<file path="config.mk">
export PLATFORM = sky130hd
export DESIGN_NAME = any1_ptw
export DESIGN_NICKNAME = d
export VERILOG_FILES = /design/src/rtl/any1_pkg.sv /design/src/rtl/any1_ptw_fmt.sv /design/src/rtl/any1_ptw.sv
export SDC_FILE = /design/constraint.sdc
export NUM_CORES = 1
export LEC_CHECK = 0
export BUFFER_PORTS_ARGS = -buffer_cell sky130_fd_sc_hd__buf_2
export CORE_AREA = 2 2 122 124
export CTS_CLUSTER_DIAMETER = 50
export DETAILED_ROUTE_END_ITERATION = 8
export DIE_AREA = 0 0 124 126
export GPL_ROUTABILITY_DRIVEN = 0
export PLACE_DENSITY = 0.82
export SLEW_MARGIN = 20
export SYNTH_ARGS = -nofsm -noshare
export SYNTH_HDL_FRONTEND = slang
export SYNTH_HIERARCHICAL = 1
export SYNTH_SLANG_ARGS = --single-unit
</file>
<file path="constraint.sdc">
create_clock -name clk_i -period 6.8 [get_ports clk_i]
set_clock_uncertainty 0.2 [all_clocks]
set_input_delay 1.7 -clock clk_i [delete_from_list [all_inputs] [get_ports clk_i]]
set_output_delay 1.7 -clock clk_i [all_outputs]
set_load 0.01 [all_outputs]
</file>
<file path="src/rtl/any1_pkg.sv">
// Shared ANY-1 MMU types: page-table-walker states and the 64-bit TLB entry layout.
package any1_pkg;

  localparam int PTE_G       = 62;
  localparam int PTE_ACR_LSB = 48;

  localparam logic [1:0] CAUSE_NONE    = 2'd0;
  localparam logic [1:0] CAUSE_INVALID = 2'd1;
  localparam logic [1:0] CAUSE_BUSERR  = 2'd2;

  typedef enum logic [2:0] {
    PTW_IDLE,
    PTW_REQ,
    PTW_CHK,
    PTW_WRITE,
    PTW_DONE,
    PTW_FAULT
  } ptw_state_t;

  // tag and ppn are sized for the widest supported address; narrower builds zero the top bits
  typedef struct packed {
    logic [7:0]  asid;
    logic        g;
    logic        d;
    logic        a;
    logic        rsv;
    logic [3:0]  acr;
    logic [15:0] tag;
    logic [31:0] ppn;
  } tlb_entry_t;

endpackage

</file>
<file path="src/rtl/any1_ptw_fmt.sv">
// Combinational formatter turning a memory PTE plus its virtual address and ASID
// into the TLB entry layout; shared by the hardware walker and software TLB writes.
module any1_ptw_fmt
  import any1_pkg::*;
#(
  parameter int AWID = 32
) (
  input  logic [AWID-1:0] vadr_i,
  input  logic [7:0]      asid_i,
  input  logic [63:0]     pte_i,
  output tlb_entry_t      entry_o
);

  // Dirty and accessed start clear; software or the TLB sets them on first use
  always_comb begin
    entry_o                = '0;
    entry_o.asid           = asid_i;
    entry_o.g              = pte_i[PTE_G];
    entry_o.acr            = pte_i[PTE_ACR_LSB +: 4];
    entry_o.tag[AWID-25:0] = vadr_i[AWID-1:24];
    entry_o.ppn[AWID-15:0] = pte_i[AWID-15:0];
  end

  logic unused_bits;
  assign unused_bits = ^{pte_i[63], pte_i[61:52], pte_i[47:AWID-14], vadr_i[23:0]};

endmodule

</file>
<file path="src/rtl/any1_ptw.sv">
// ANY-1 hardware page-table walker: fetches one PTE per TLB miss and refills a TLB way
// round-robin. Define ANY1_PTW_STATS_EN to add walk/fault counter outputs.
module any1_ptw
  import any1_pkg::*;
#(
  parameter int AWID  = 32,
  parameter int PTE_V = 63
) (
  input  logic            clk_i,
  input  logic            rst_ni,
  input  logic            miss_i,
  input  logic [AWID-1:0] miss_adr_i,
  input  logic [7:0]      asid_i,
  input  logic [AWID-1:0] ptbr_i,
  input  logic            abort_i,
  output logic            cyc_o,
  output logic            stb_o,
  output logic [AWID-1:0] adr_o,
  input  logic            ack_i,
  input  logic            err_i,
  input  logic [63:0]     dat_i,
  output logic            tlben_o,
  output logic            wrtlb_o,
  output logic [11:0]     tlbadr_o,
  output logic [63:0]     tlbdat_o,
  output logic            busy_o,
  output logic            done_o,
  output logic            fault_o,
  output logic [1:0]      fault_cause_o
`ifdef ANY1_PTW_STATS_EN
  ,
  output logic [31:0]     walk_cnt_o,
  output logic [31:0]     fault_cnt_o
`endif
);

  ptw_state_t      state_q, state_d;
  logic [AWID-1:0] vadr_q, vadr_d;
  logic [7:0]      asid_q, asid_d;
  logic [63:0]     pte_q, pte_d;
  logic [1:0]      way_q, way_d;
  logic [1:0]      cause_q, cause_d;
  logic            abort_q, abort_d;
  logic            aborting;
  logic [AWID-1:0] pteOff;
  tlb_entry_t      entry;

  assign aborting = abort_q | abort_i;
  assign pteOff   = {{11{1'b0}}, vadr_q[AWID-1:14], 3'b000};

  any1_ptw_fmt #(.AWID(AWID)) u_fmt (
    .vadr_i  (vadr_q),
    .asid_i  (asid_q),
    .pte_i   (pte_q),
    .entry_o (entry)
  );

  always_ff @(posedge clk_i or negedge rst_ni) begin
    if (!rst_ni) begin
      state_q <= PTW_IDLE;
    end else begin
      state_q <= state_d;
    end
  end

  always_ff @(posedge clk_i or negedge rst_ni) begin
    if (!rst_ni) begin
      vadr_q  <= '0;
      asid_q  <= '0;
      pte_q   <= '0;
      way_q   <= '0;
      cause_q <= CAUSE_NONE;
      abort_q <= 1'b0;
    end else begin
      vadr_q  <= vadr_d;
      asid_q  <= asid_d;
      pte_q   <= pte_d;
      way_q   <= way_d;
      cause_q <= cause_d;
      abort_q <= abort_d;
    end
  end

  // An abort seen during REQ is remembered so the bus cycle can still finish cleanly
  always_comb begin
    state_d = state_q;
    vadr_d  = vadr_q;
    asid_d  = asid_q;
    pte_d   = pte_q;
    way_d   = way_q;
    cause_d = cause_q;
    abort_d = abort_q;
    case (state_q)
      PTW_IDLE: begin
        if (miss_i && !abort_i) begin
          state_d = PTW_REQ;
          vadr_d  = miss_adr_i;
          asid_d  = asid_i;
          cause_d = CAUSE_NONE;
          abort_d = 1'b0;
        end
      end
      PTW_REQ: begin
        if (abort_i) abort_d = 1'b1;
        if (err_i) begin
          if (aborting) begin
            state_d = PTW_IDLE;
          end else begin
            state_d = PTW_FAULT;
            cause_d = CAUSE_BUSERR;
          end
        end else if (ack_i) begin
          if (aborting) begin
            state_d = PTW_IDLE;
          end else begin
            state_d = PTW_CHK;
            pte_d   = dat_i;
          end
        end
      end
      PTW_CHK: begin
        if (abort_i) begin
          state_d = PTW_IDLE;
        end else if (!pte_q[PTE_V]) begin
          state_d = PTW_FAULT;
          cause_d = CAUSE_INVALID;
        end else begin
          state_d = PTW_WRITE;
        end
      end
      PTW_WRITE: state_d = PTW_DONE;
      PTW_DONE: begin
        way_d   = way_q + 2'd1;
        state_d = PTW_IDLE;
      end
      PTW_FAULT: state_d = PTW_IDLE;
      default:   state_d = PTW_IDLE;
    endcase
  end

  always_comb begin
    cyc_o    = 1'b0;
    stb_o    = 1'b0;
    adr_o    = '0;
    tlben_o  = 1'b0;
    wrtlb_o  = 1'b0;
    tlbadr_o = '0;
    tlbdat_o = '0;
    done_o   = 1'b0;
    fault_o  = 1'b0;
    busy_o   = (state_q != PTW_IDLE);
    case (state_q)
      PTW_REQ: begin
        cyc_o = 1'b1;
        stb_o = 1'b1;
        adr_o = ptbr_i + pteOff;
      end
      PTW_WRITE: begin
        tlben_o  = 1'b1;
        wrtlb_o  = 1'b1;
        tlbadr_o = {way_q, vadr_q[23:14]};
        tlbdat_o = entry;
      end
      PTW_DONE:  done_o  = 1'b1;
      PTW_FAULT: fault_o = 1'b1;
      default: ;
    endcase
  end

  assign fault_cause_o = cause_q;

`ifdef ANY1_PTW_STATS_EN
  logic [31:0] walkCnt_q, faultCnt_q;

  always_ff @(posedge clk_i or negedge rst_ni) begin
    if (!rst_ni) begin
      walkCnt_q  <= '0;
      faultCnt_q <= '0;
    end else begin
      if (state_q == PTW_DONE)  walkCnt_q  <= walkCnt_q + 32'd1;
      if (state_q == PTW_FAULT) faultCnt_q <= faultCnt_q + 32'd1;
    end
  end

  assign walk_cnt_o  = walkCnt_q;
  assign fault_cnt_o = faultCnt_q;
`endif

endmodule
</file>
==> out/metrics.yaml <==
sta:
  setup_repair_after_global_routing_missed_its_margin: "no"
  worstMarginPinSlew_ps: 777
  min_period_ps: 5940
  drv_slew: 0
  timing.max_slew.rel_slack: 0.482
  final.period_utilization: 0.873
  setup_total_negative_slack_ps: 0
  max_freq_mhz: 168
  final_hold_viol_count: 0
  finalSetupViolCount: 0
cells_and_area:
  num-nets-final: 811
  final.fill_count: 1458
  final_cell_count_no_fill: 838
  post_route_cells_drive_above_1_share: 0.391
  area_growth_syn_to_layout_pct: 16.7
  regArea_um2: 1450
  multi_input_area_um2: 2860
clock_tree:
  cts_buffers: 9
  tritoncts: "done"
  cts.sink_count: 58
  cts.repair.resized: 0
  cts_max_path_buffers: 2
  cts_h_tree_lvls: 3
  worst_skew_pair.late_latency_ps: 330
  clk_pin_slew_worst_setup_hold_paths_ps: 50
  ctsRootBufferMaster: "sky130_fd_sc_hd__clkbuf_16"
  holdBufCountCts: 0
  buffers_inserted_during_post_cts_setup_optimization: 0
route:
  antenna_violating_nets_post_route: 0
  route.vias.total: 4023
  firstDrtPassIters: 5
  post-route-drc-count: 0
  drt_wl_total_mm: 12.1
  wl_per_cell_um: 14.4
  vias_per_cell: 4.80
  dr.first_iter.drc_count: 147
global_route:
  grt_pass1_wl_mm: 19.1
  grt_start_max_net_pins: 79
  antenna_found_initial: 1
  grt_overflow: 0
  vias_in_the_first_global_route: 3802
  grt_usage: 0.155
floorplan:
  die_w_um: 124
  core.rowCount: 44
  die_height_um: 126
  starting_density_of_the_core: 0.345
  design.portCount: 259
  core_area_um2: 14300
  design.die.area_um2: 15600
placement:
  post-place-cells: 823
  detailedPlacementHpwl_mm: 9.23
  portBuffers: 179
status:
  outcome: "completed"
worst_setup_path:
  worstSetupPathType: "in -> out"
  cell_depth_of_the_worst_flop_to_flop_path: 5
  regToRegStartpoint: "state_q[0]"
  worst_path_buf_inv: 3
  required_ps: 4900
  worst-path-max-fanout: 4
  worst_path_largest_cell_delay_ps: 570
  worst_r2r_endpoint: "pte_q[10]"
  critPathArrivalTime_ps: 4040
  setup.worst_path.start_class: "input pin"
  r2r_setup_slack_ps: 4340
  critical_path.endpoint_type: "output port"
  crit_path_top_delay_cell: "sky130_fd_sc_hd__a2111oi_2"
  cp_cell_sequence: "buf_2 > ha_1 > inv_1 > fa_1 > and2b_1 > o2111a_1 > o211ai_1 > a2111oi_2 > nor3_1 > nor3_1 > buf_2"
  cp_top_family: "compound AO/OA/AOI/OAI gates"
flow_run:
  cap_viol_max_count: 0
power:
  finalPower_uw: 2200
  leakagePower_uw: 0.00303
  power-per-cell-area_nw_per_um2: 382
  ir_drop_mv: 0.226
synth:
  synth_area_per_inst_um2: 9.30
  ys.warnings.count: 6
  postSynthCellCount: 531
  mappedNetlistArea_um2: 4940
worst_hold_path:
  worst_hold_path.num_cells: 2
  hold_class: "reg -> reg"
  hold_path_startpoint: "fault_cause_o[1]"
  min_to: "fault_cause_o[1]"
[power by group]
part           total [uW]  leakage (uW)  internal [uW]  switching, uW
sequential            617      0.000713            504            113
combinational        1160       0.00218            536            621
clock                 427      0.000138            277            150
total                2200       0.00303           1320            884
[per-layer routing]
metal,vias up,wire [um],GRT usage
met5,-,0,0
met3,12,980,0.0539
met2,142,5720,0.252
met4,0,176,0.0456
li1,1975,-,-
met1,1894,5220,0.194
[layout by cell type, fill, tap and decap left out, types with 7 or more instances in the layout]
| cell | instances |
|---|---|
| sky130_fd_sc_hd__clkbuf_16 | 9 |
| sky130_fd_sc_hd__buf_2 | 179 |
| sky130_fd_sc_hd__nor3_1 | 13 |
| sky130_fd_sc_hd__nand2b_1 | 8 |
| sky130_fd_sc_hd__mux2_2 | 26 |
| sky130_fd_sc_hd__inv_1 | 9 |
| sky130_fd_sc_hd__nand2_1 | 30 |
| sky130_fd_sc_hd__o21a_1 | 10 |
| sky130_fd_sc_hd__mux2_4 | 24 |
| sky130_fd_sc_hd__ha_1 | 18 |
| sky130_fd_sc_hd__conb_1 | 25 |
| sky130_fd_sc_hd__mux2i_1 | 7 |
| sky130_fd_sc_hd__a21o_1 | 7 |
| sky130_fd_sc_hd__a21oi_1 | 24 |
| sky130_fd_sc_hd__o21ai_0 | 13 |
| sky130_fd_sc_hd__nor2_1 | 19 |
| sky130_fd_sc_hd__dfrtp_1 | 58 |
| sky130_fd_sc_hd__and2_1 | 87 |
[metrics by stage]
step	setup slack (ps)	instance area, um2	utilization	hold WS [ps]
global placement	950	5490	0.383	253
finish	863	5770	0.403	278
CTS	891	5760	0.403	282
floorplan	1210	5030	-	237
detailed placement	900	5490	0.383	271
global route	612	5760	0.403	305
[layout make-up]
cell class,count,area share
clock inverter,4,0.00781
inverter,9,0.00586
multi-input combinational,391,0.497
timing repair buffer,181,0.158
sequential,58,0.252
tap,184,0.0399
clock buffer,10,0.0397
antenna,1,0.000434
[state kept, by name, summed over array words and instances (netlist names)]
name,cells
abort_q,1
asid_q,8
fault_cause_o,2
pte_q,24
state_q,3
vadr_q,18
way_q,2
[worst min-delay path: stages (launching register included)]
cell and delay [ps]:
sky130_fd_sc_hd__dfrtp_1 330, sky130_fd_sc_hd__nand2_1 50, sky130_fd_sc_hd__o21ai_0 60
[worst max path at each step]
stage / startpoint / to / slack [ps] / depth (start not counted)
after detailed placement: ptbr_i[3] / adr_o[21] / 900 / 11
after floorplan: ptbr_i[3] / adr_o[21] / 1210 / 9
after global placement: ptbr_i[3] / adr_o[21] / 950 / 11
after CTS: ptbr_i[3] / adr_o[21] / 890 / 11
after global routing: ptbr_i[3] / adr_o[21] / 610 / 11
final: ptbr_i[3] / adr_o[21] / 860 / 11
No activity file was read; power rests on OpenSTA's default activity.
